`config.mk`:
```
export PLATFORM = sky130hd
export DESIGN_NAME = tdc_dline_decoder_flat
export DESIGN_NICKNAME = d
export VERILOG_FILES = /design/src/rtl/tdc_pkg.sv /design/src/rtl/tdc_dline_decoder_if.sv /design/src/rtl/tdc_therm2bin.sv /design/src/rtl/tdc_dline_decoder.sv /design/src/flat_wrapper.sv
export SDC_FILE = /design/constraint.sdc
export NUM_CORES = 1
export LEC_CHECK = 0
export CAP_MARGIN = 20
export CORE_MARGIN = 2
export CORE_UTILIZATION = 60
export DETAILED_ROUTE_END_ITERATION = 12
export PLACE_DENSITY = 0.86
export SLEW_MARGIN = 10
export SYNTH_ARGS = -nofsm -noshare
export SYNTH_HDL_FRONTEND = slang
export SYNTH_SLANG_ARGS = --single-unit
```
`constraint.sdc`:
```
create_clock -name clk -period 6.1 [get_ports clk]
set_input_delay 1.22 -clock clk [delete_from_list [all_inputs] [get_ports clk]]
set_output_delay 1.22 -clock clk [all_outputs]
set_load 0.02 [all_outputs]
```
`src/rtl/tdc_pkg.sv`:
```
// Shared constants, types and helpers for the delay-line TDC decoder.
package tdc_pkg;

    // Width of the saturating event counters (err_cnt, saturation run length).
    localparam int TDC_CNT_W     = 8;
    // Widest delay line the helpers below are sized for.
    localparam int TDC_MAX_STAGE = 64;

    // Last decoded sample saturation state, held until the next decoded sample.
    typedef struct packed {
        logic hi;
        logic lo;
    } tdc_sat_t;

    // Signed code width for a line of nstage taps: codes span -nstage/2 .. nstage/2-1.
    function automatic int tdc_out_w(input int nstage);
        return $clog2(nstage) + 1;
    endfunction

    // True when the (zero-extended) word has the shape 0..01..1, all-zeros and
    // all-ones included. Adding one to a run of low ones carries past the run,
    // so any surviving common bit means a one sits above a zero.
    function automatic logic is_therm(input logic [TDC_MAX_STAGE-1:0] word);
        return ((word & (word + 1'b1)) == '0);
    endfunction

endpackage

```
`src/rtl/tdc_dline_decoder_if.sv`:
```
// Sampler-side and loop-filter-side signals of the TDC decoder.
//
// Handshake: sample_en qualifies therm_in for exactly the edge it is high on;
// there is no backpressure, the decoder accepts every qualified sample.
// out_valid is a one-cycle pulse marking the edge on which out changed;
// the consumer must take it on that cycle. clear has priority over sample_en.
interface tdc_dline_decoder_if
    import tdc_pkg::*;
#(
    parameter int NSTAGE = 16
);
    localparam int OUT_W = tdc_out_w(NSTAGE);

    logic [NSTAGE-1:0]       therm_in;
    logic                    sample_en;
    logic                    clear;
    logic signed [OUT_W-1:0] out;
    logic                    out_valid;
    logic                    sat_hi;
    logic                    sat_lo;
    logic                    sat_flag;
    logic [TDC_CNT_W-1:0]    err_cnt;

    // Sampler / test driver side.
    modport master (
        output therm_in, sample_en, clear,
        input  out, out_valid, sat_hi, sat_lo, sat_flag, err_cnt
    );

    // Decoder side.
    modport slave (
        input  therm_in, sample_en, clear,
        output out, out_valid, sat_hi, sat_lo, sat_flag, err_cnt
    );

endinterface

```
`src/rtl/tdc_therm2bin.sv`:
```
// Combinational thermometer-to-signed-code converter with optional bubble filter.
module tdc_therm2bin
    import tdc_pkg::*;
#(
    parameter int  NSTAGE = 16,
    parameter int  BUBBLE = 1,
    localparam int OUT_W  = tdc_out_w(NSTAGE)
) (
    input  logic [NSTAGE-1:0]       therm,
    output logic signed [OUT_W-1:0] code,
    output logic                    all0,
    output logic                    all1,
    output logic                    bubble
);

    localparam logic [OUT_W-1:0] HALF  = OUT_W'(NSTAGE / 2);
    localparam logic [OUT_W-1:0] MAX_C = OUT_W'(NSTAGE / 2 - 1);

    // Index 0 is the virtual tap below bit 0 (always 1), index NSTAGE+1 the
    // virtual tap above the top bit (always 0), so edge bits filter sensibly.
    logic [NSTAGE+1:0] padded;
    logic [NSTAGE-1:0] corr;
    logic [OUT_W-1:0]  count;

    assign padded = {1'b0, therm, 1'b1};

    // 3-tap majority filter removes isolated single-bit bubbles.
    always_comb begin
        corr = therm;
        if (BUBBLE != 0) begin
            for (int i = 0; i < NSTAGE; i++) begin
                corr[i] = (padded[i] & padded[i+1]) |
                          (padded[i] & padded[i+2]) |
                          (padded[i+1] & padded[i+2]);
            end
        end
    end

    // Ones-count of the corrected word; NSTAGE always fits in OUT_W unsigned bits.
    always_comb begin
        count = '0;
        for (int i = 0; i < NSTAGE; i++) begin
            count = count + OUT_W'(corr[i]);
        end
    end

    assign all0 = ~|corr;
    assign all1 = &corr;

    // Only the all-ones count overflows the signed range, so clamp just that case.
    assign code = all1 ? $signed(MAX_C) : $signed(count - HALF);

    // Shape check always looks at the raw captured word.
    assign bubble = ~is_therm(TDC_MAX_STAGE'(therm));

endmodule

```
`src/rtl/tdc_dline_decoder.sv`:
```
// Delay-line TDC back-end: capture, decode, saturation tracking, averaging.
module tdc_dline_decoder
    import tdc_pkg::*;
#(
    parameter int NSTAGE    = 16,
    parameter int AVG_LOG2  = 0,
    parameter int BUBBLE    = 1,
    parameter int SAT_LIMIT = 4
) (
    input  logic                 clk,
    input  logic                 rst,
    tdc_dline_decoder_if.slave   bus
);

    localparam int OUT_W = tdc_out_w(NSTAGE);
    localparam int ACC_W = OUT_W + AVG_LOG2;
    // Keep a 1-bit counter when not averaging; it then stays at 0 forever.
    localparam int WIN_W = (AVG_LOG2 > 0) ? AVG_LOG2 : 1;

    localparam logic [WIN_W-1:0]     WIN_MAX   = WIN_W'((1 << AVG_LOG2) - 1);
    localparam logic [TDC_CNT_W-1:0] SAT_LIM_C = TDC_CNT_W'(SAT_LIMIT);
    localparam logic [TDC_CNT_W-1:0] CNT_MAX   = '1;

    // Stage 1 capture.
    logic [NSTAGE-1:0]       therm_q, therm_d;
    logic                    v1_q, v1_d;

    // Stage 2 results and running state.
    logic signed [OUT_W-1:0] out_q, out_d;
    logic                    out_valid_q, out_valid_d;
    tdc_sat_t                sat_q, sat_d;
    logic                    sat_flag_q, sat_flag_d;
    logic [TDC_CNT_W-1:0]    err_cnt_q, err_cnt_d;
    logic [TDC_CNT_W-1:0]    sat_cnt_q, sat_cnt_d;
    logic signed [ACC_W-1:0] acc_q, acc_d;
    logic [WIN_W-1:0]        win_q, win_d;

    // Decoder outputs for the captured word.
    logic signed [OUT_W-1:0] code;
    logic                    all0;
    logic                    all1;
    logic                    bubble;

    logic signed [ACC_W-1:0] code_ext;
    logic signed [ACC_W-1:0] acc_sum;

    tdc_therm2bin #(
        .NSTAGE (NSTAGE),
        .BUBBLE (BUBBLE)
    ) u_therm2bin (
        .therm  (therm_q),
        .code   (code),
        .all0   (all0),
        .all1   (all1),
        .bubble (bubble)
    );

    // Next-state logic for capture, decode bookkeeping and the averaging window.
    always_comb begin
        therm_d     = therm_q;
        v1_d        = 1'b0;
        out_d       = out_q;
        out_valid_d = 1'b0;
        sat_d       = sat_q;
        sat_flag_d  = sat_flag_q;
        err_cnt_d   = err_cnt_q;
        sat_cnt_d   = sat_cnt_q;
        acc_d       = acc_q;
        win_d       = win_q;

        code_ext = ACC_W'(code);
        acc_sum  = acc_q + code_ext;

        // A sample arriving together with clear is dropped.
        if (bus.sample_en && !bus.clear) begin
            therm_d = bus.therm_in;
            v1_d    = 1'b1;
        end

        if (bus.clear) begin
            // Flush the in-flight sample and the partial window; results are held.
            acc_d = '0;
            win_d = '0;
        end else if (v1_q) begin
            sat_d.hi = all1;
            sat_d.lo = all0;

            if (bubble && (err_cnt_q != CNT_MAX)) begin
                err_cnt_d = err_cnt_q + TDC_CNT_W'(1);
            end

            if (all0 || all1) begin
                if (sat_cnt_q != CNT_MAX) begin
                    sat_cnt_d = sat_cnt_q + TDC_CNT_W'(1);
                end
            end else begin
                sat_cnt_d = '0;
            end
            sat_flag_d = (sat_cnt_d >= SAT_LIM_C);

            // Window closes on its last sample; the arithmetic shift floors the mean.
            if (win_q == WIN_MAX) begin
                out_d       = OUT_W'(acc_sum >>> AVG_LOG2);
                out_valid_d = 1'b1;
                acc_d       = '0;
                win_d       = '0;
            end else begin
                acc_d = acc_sum;
                win_d = win_q + WIN_W'(1);
            end
        end
    end

    // Pipeline and state registers, all cleared by the asynchronous reset.
    always_ff @(posedge clk or posedge rst) begin
        if (rst) begin
            therm_q     <= '0;
            v1_q        <= 1'b0;
            out_q       <= '0;
            out_valid_q <= 1'b0;
            sat_q       <= '0;
            sat_flag_q  <= 1'b0;
            err_cnt_q   <= '0;
            sat_cnt_q   <= '0;
            acc_q       <= '0;
            win_q       <= '0;
        end else begin
            therm_q     <= therm_d;
            v1_q        <= v1_d;
            out_q       <= out_d;
            out_valid_q <= out_valid_d;
            sat_q       <= sat_d;
            sat_flag_q  <= sat_flag_d;
            err_cnt_q   <= err_cnt_d;
            sat_cnt_q   <= sat_cnt_d;
            acc_q       <= acc_d;
            win_q       <= win_d;
        end
    end

    assign bus.out       = out_q;
    assign bus.out_valid = out_valid_q;
    assign bus.sat_hi    = sat_q.hi;
    assign bus.sat_lo    = sat_q.lo;
    assign bus.sat_flag  = sat_flag_q;
    assign bus.err_cnt   = err_cnt_q;

endmodule

```
`src/flat_wrapper.sv`:
```
// flat-port wrapper written by rule: the top's interface ports become plain ports
module tdc_dline_decoder_flat import tdc_pkg::*;
#(
    parameter int NSTAGE    = 16,
    parameter int AVG_LOG2  = 0,
    parameter int BUBBLE    = 1,
    parameter int SAT_LIMIT = 4
)
  (clk, rst, bus_therm_in, bus_sample_en, bus_clear, bus_out, bus_out_valid, bus_sat_hi, bus_sat_lo, bus_sat_flag, bus_err_cnt);
  tdc_dline_decoder_if #(.NSTAGE(NSTAGE)) bus_i ();
  input  logic clk;
  input  logic rst;
  input wire logic [$bits(bus_i.therm_in)-1:0] bus_therm_in;
  input wire logic [$bits(bus_i.sample_en)-1:0] bus_sample_en;
  input wire logic [$bits(bus_i.clear)-1:0] bus_clear;
  output wire logic [$bits(bus_i.out)-1:0] bus_out;
  output wire logic [$bits(bus_i.out_valid)-1:0] bus_out_valid;
  output wire logic [$bits(bus_i.sat_hi)-1:0] bus_sat_hi;
  output wire logic [$bits(bus_i.sat_lo)-1:0] bus_sat_lo;
  output wire logic [$bits(bus_i.sat_flag)-1:0] bus_sat_flag;
  output wire logic [$bits(bus_i.err_cnt)-1:0] bus_err_cnt;
  assign bus_i.therm_in = bus_therm_in;
  assign bus_i.sample_en = bus_sample_en;
  assign bus_i.clear = bus_clear;
  assign bus_out = bus_i.out;
  assign bus_out_valid = bus_i.out_valid;
  assign bus_sat_hi = bus_i.sat_hi;
  assign bus_sat_lo = bus_i.sat_lo;
  assign bus_sat_flag = bus_i.sat_flag;
  assign bus_err_cnt = bus_i.err_cnt;
  tdc_dline_decoder #(.NSTAGE(NSTAGE), .AVG_LOG2(AVG_LOG2), .BUBBLE(BUBBLE), .SAT_LIMIT(SAT_LIMIT)) u_core (.clk(clk), .rst(rst), .bus(bus_i));
endmodule
```
==> After elaboration in Yosys (flattened, before gate mapping) <==
Index checks and enable logic that the tools add are counted.
{ "totals": {"out_inout_bits": 17, "elab_cells": 125, "in_bits": 20, "ff_bits": 48} }
{ "op_classes": {"n_mux": 15, "bitwise": 63, "order_cmp": 1, "reduce_logical": 12, "add_sub_neg": 21, "eq_ne": 2} }
{ "ops": {"columns": ["cell", "n"], "rows": [
  ["AND 16 x 64 -> 64 bit", 1],
  ["zero test 64 bit", 1],
  ["adder 5 x 1 -> 5 bit", 11],
  ["2-to-1 mux 8 bit", 4],
  ["bitwise OR 1 bit", 30],
  ["AND 1 bit", 29],
  ["2-to-1 mux 5 bit", 4],
  ["adder 16 x 1 -> 17 bit (second input constant)", 1],
  ["adder 8 x 1 -> 8 bit (second input constant)", 2],
  ["inequality test 8 bit (second input constant)", 2],
  ["AND reduction 16 bit", 1],
  ["OR reduction 16 bit", 1],
  ["greater-or-equal comparator 8 x 3 -> 1 bit (second input constant)", 1],
  ["2-to-1 mux 1 bit", 7],
  ["AND reduction 3 bit", 2],
  ["adder 4 x 1 -> 5 bit", 1],
  ["adder 5 bit", 1],
  ["subtractor 5 x 4 -> 5 bit (second input constant)", 1],
  ["adder 3 x 1 -> 4 bit", 1],
  ["adder 2 x 1 -> 3 bit", 1],
  ["inverter 1 bit", 3],
  ["adder 1 x 1 -> 2 bit", 1],
  ["logical AND 1 bit", 2],
  ["zero test 1 bit", 2],
  ["other kinds (4)", 4]
]} }

==> Logic depth before layout (Yosys ltp) <==
{ "logic_depth": {"word_depth": 24, "mapped_depth": 17, "depth_no_buf": 16} }

==> Modules after synthesis <==
A second synthesis with hierarchy kept.
{ "hier_totals": {"cells_unflattened": 274, "area_unflattened_um2": 2708.8} }
{ "modules_own_cells": {"columns": ["mod", "area_each_um2", "instances", "cells_each", "seq_area_each_um2"], "rows": [
  ["tdc_dline_decoder", 1855.5, 1, 165, 1051.0],
  ["tdc_therm2bin", 853.3, 1, 109, 0.0]
]} }

==> Worst setup path before layout <==
No wires, ideal clock.
{ "synth_path": {"path_kind": "register -> register", "startpoint": "reg u_core.therm_q[7]", "endpoint": "reg u_core.out_q[2], in the netlist u_core.bus.out[2]", "path_stages_with_launch": 15, "path_slack_ns": 1.913, "n_path_buf": 1, "period_less_slack_ns": 4.187, "required_time_ns": 5.980, "setup_time_ns": 0.120, "arrival_ns": 4.066, "cell_sequence": "dfrtp_1 > clkbuf_1 > a21oi_1 > or2_2 > fa_1 > fa_1 > fa_1 > inv_1 > fa_1 > ha_1 > inv_1 > fa_1 > xor2_1 > o21ai_0 > nand2_1"} }
{ "synth_via": {"elab_chain_len": 16, "word_cells_on_any_way": 24, "classes_between": "add/sub: 12; mux: 1; bitwise: 10; reduce/logical: 1"} }
{ "synth_lines": {"columns": ["item", "line_no", "source"], "rows": [
  ["start, declared", "tdc_dline_decoder.sv:25", "logic [NSTAGE-1:0] therm_q, therm_d;"],
  ["start signal, assigned", "tdc_dline_decoder.sv:128", "therm_q <= therm_d;"],
  ["AND 1 bit", "tdc_therm2bin.sv:33", "(padded[i] & padded[i+2]) |"],
  ["bitwise OR 1 bit", "tdc_therm2bin.sv:32", "corr[i] = (padded[i] & padded[i+1]) |"],
  ["bitwise OR 1 bit", "tdc_therm2bin.sv:33", null],
  ["adder 5 x 1 -> 5 bit (10 in series)", "tdc_therm2bin.sv:43", "count = count + OUT_W'(corr[i]);"],
  ["subtractor 5 x 4 -> 5 bit", "tdc_therm2bin.sv:51", "assign code = all1 ? $signed(MAX_C) : $signed(count - HALF);"],
  ["2-to-1 mux 5 bit (*)", "tdc_therm2bin.sv:51", null],
  ["adder 5 bit (*)", "tdc_dline_decoder.sv:72", "acc_sum = acc_q + code_ext;"],
  ["end signal, assigned", "tdc_dline_decoder.sv:130", "out_q <= out_d;"],
  ["end, declared", "tdc_dline_decoder.sv:29", "logic signed [OUT_W-1:0] out_q, out_d;"]
]} }
Mark *: on every way between the ends. The rest lies on a longest branch, timed or not.
A chain may end at the register's enable or synchronous reset.

==> Worst setup path after layout <==
{ "layout_path": {"startpoint": "reg u_core.therm_q[7]", "endpoint": "reg u_core.out_q[4], in the netlist u_core.bus.out[4]"} }
Same word-level chain as after synthesis.

==> metrics <==
outcome finished, final reports clean; Final Setup Violations 0; vias in the first global route 2190; number of fill cells 390; final layout net count 354; clock skew 0.008244 ns; num ports 37; worst skew pair latency 0.29 ns; CTS tree done; Final ANT Viol Nets 0; Worst Hold Class reg2reg; Avg Inst Size Synth 9.681 µm²; total CTS buffers 5; WS Path Type reg2reg; Post-synth EDFFs 0; met3 WL 268 µm; Worst VDD drop 0.2404 mV; Worst Max-Slew Pin Slew 0.8607 ns; Final Hold Fails 0; layout cells sized above 1 0.1139; clock-pin slew on the worst setup and hold paths 0.08 ns; dpl ws 1.788 ns; Crit path max-delay family adder cells; syn_nets 332; Max stage delay cell, worst path dfrtp_1; Post-Route M1 WL 2376 µm; CP Buf/Inv Count 2; Vias 2258; first-pass GRT wire length 10070 µm; Pins Over Slew Limit 0; fin crit period 4.349 ns; CTS Buffer Depth 2; Die Ht 72.76 µm; postcts setup bufs 0; cells along the critical path a21oi_1 -> or2_2 -> fa_1 -> fa_1 -> fa_1 -> inv_1 -> fa_1 -> ha_1 -> inv_1 -> fa_1 -> o31ai_1 -> o31ai_1; DRC 0; Hold Buf Count CTS 0; Sequential Area 0.001051 mm²; area grow syn2layout 15.70%; Buffers on Ports 36; Initial Util 0.6127; Synth Warn # 0; dpl cell area 0.003176 mm²; routed wire length on met2 3020 µm; sinks on the clock net 42; Initial DRC Count 96; Routed WL per cell 15.68 µm; crit-path most repeated cell fa_1; sequential element share of the synthesized area 0.3705; Area contributors post-synth dfrtp_1 (37%), fa_1 (7.8%), mux2_2 (6.0%); vias per inst 6.103; CTS resizes 0; Top Metal Used met4; Max-Cap Viols 0; PwrDens 421.2 mW/mm²; area of the core 0.004629 mm²; leak pwr 1.406 nW; largest net degree at the start of global routing 43; Netlist cell types 55; die area 0.005293 mm²; routability cong. 0.8463; post-synth top area share 0.3705; critical-path maximum fanout 13; crit-path max cell delay 0.58 ns; gr ovfl total 0; startpoint types flip-flop; die width 72.76 µm; post-synthesis async set-or-reset flop share 1.000; achievable clock frequency 229.9 MHz; row count 25; final setup margin 1.751 ns; drt pass-1 iters 4; n_diodes 0; Worst Path Arrival 4.49 ns; Root Driver clkbuf_8; cell count after synthesis 293; worst rel slew slack 0.4262; setup TNS 0 ns; RSZ-0062 raised after global routing false; Seq cells post-synth 42; initial antenna violation count 0; area leader, netlist dfrtp_1; area of the multi-input gates 0.001599 mm²; H-tree depth 2; Setup crit end kind flip-flop; Worst EP required 6.24 ns; Post-Syn Area 0.002836 mm²; crit share post-route 0.7129; DP HPWL 4228 µm; All-Layer GR Usage 0.2462; Main synth FF type dfrtp_1; design area 0.003282 mm²; final wirelength 5801 µm
## per-stage QoR
stage / hold slack [ns] / total power (W) / cells / util
2_1_floorplan: 0.5121 / 0.0009599 / 293 / -
3_3_place_gp: 0.4517 / 0.001118 / 362 / 0.6859
3_5_place_dp: 0.4609 / 0.001181 / 362 / 0.6859
4_1_cts: 0.4768 / 0.001405 / 370 / 0.7089
5_1_grt: 0.4980 / 0.001511 / 370 / 0.7089
6_report: 0.4696 / 0.001382 / 370 / 0.7089
## sequential cells by signal, indices dropped and copies added, names as in the netlist
register              flops
u_core.bus.err_cnt        8
u_core.bus.sat_hi         1
u_core.bus.out            5
u_core.therm_q           16
u_core.sat_cnt_q          8
u_core.v1_q               1
u_core.bus.sat_flag       1
u_core.bus.out_valid      1
u_core.bus.sat_lo         1
## cells in the final DEF, fill, tap and decap left out, types with 3 or more instances in the layout
cell type         n
a211oi_1          5
a221oi_2          3
nand4_1           7
nor2_1           18
and4_1            3
a21oi_1          18
maj3_1            5
nand2_1          25
mux2_2           15
o31ai_1           3
o21ai_0          16
and3_1            5
o22ai_1           4
dfrtp_1          42
clkdlybuf4s50_1  36
o2111a_1          3
nand3_1           6
a2111oi_0         3
inv_1            22
fa_1             11
xor2_1            9
clkbuf_8          5
ha_1              8
## path summary, 6_finish.rpt
kind	from	endpoint	slack (ns)	cells after the start
max	u_core.therm_q[7]	u_core.bus.out[4]	1.75	12
min	u_core.bus.out[2]	u_core.bus.out[2]	0.47	2
max reg2reg	u_core.therm_q[7]	u_core.bus.out[4]	1.75	12
min reg2reg	u_core.bus.out[2]	u_core.bus.out[2]	0.47	2
max in group asynchronous	rst	u_core.sat_cnt_q[0]	4.37	3
min in group asynchronous	rst	u_core.bus.sat_flag	1.36	3
## synthesized netlist by cell type (all sizes together), types with 6 or more instances
library cell	n
fa	11
a21oi	18
buf	10
xor2	9
nand2	25
inv	22
mux2	15
clkbuf	13
o21ai	16
nor2	19
nand3	6
dfrtp	42
nand4	7
ha	8
## final cells by class
cell class                      instances  share of cell area
Clock buffer                            7             0.02326
Clock inverter                          1            0.009150
Inverter                               22             0.02516
Multi-Input combinational cell        206              0.4872
Sequential cell                        42              0.3202
Tap cell                               54             0.02059
Timing Repair Buffer                   38              0.1144
## tightest hold or removal path, cell delays in order (launching register included)
cell and delay [ns]:
dfrtp_1 0.35, nand2_1 0.05, nand2_1 0.05
## kinds of logic after synthesis
| kind of cell | count (synthesis) | share of synthesized area |
|---|---|---|
| AO/OA/AOI/OAI | 74 | 0.1870 |
| XOR/XNOR | 11 | 0.03397 |
| adder cells (fa/ha/maj) | 24 | 0.1306 |
| buffers and inverters | 45 | 0.06573 |
| flip-flops | 42 | 0.3705 |
| multiplexers | 15 | 0.05955 |
| AND/OR/NAND/NOR | 82 | 0.1526 |
## where the power goes
group	switching (W)	internal (W)
Sequential	0.0000733	0.000328
Combinational	0.000403	0.000363
Clock	0.0000923	0.000122
Total	0.000569	0.000814
## metal layers
metal / vias to the layer above / track usage
li1: 1091 / -
met1: 1097 / 0.3088
met2: 59 / 0.4202
met3: 11 / 0.04696
met4: 0 / 0.09671
met5: - / 0
No activity file was read; power rests on OpenSTA's default activity.
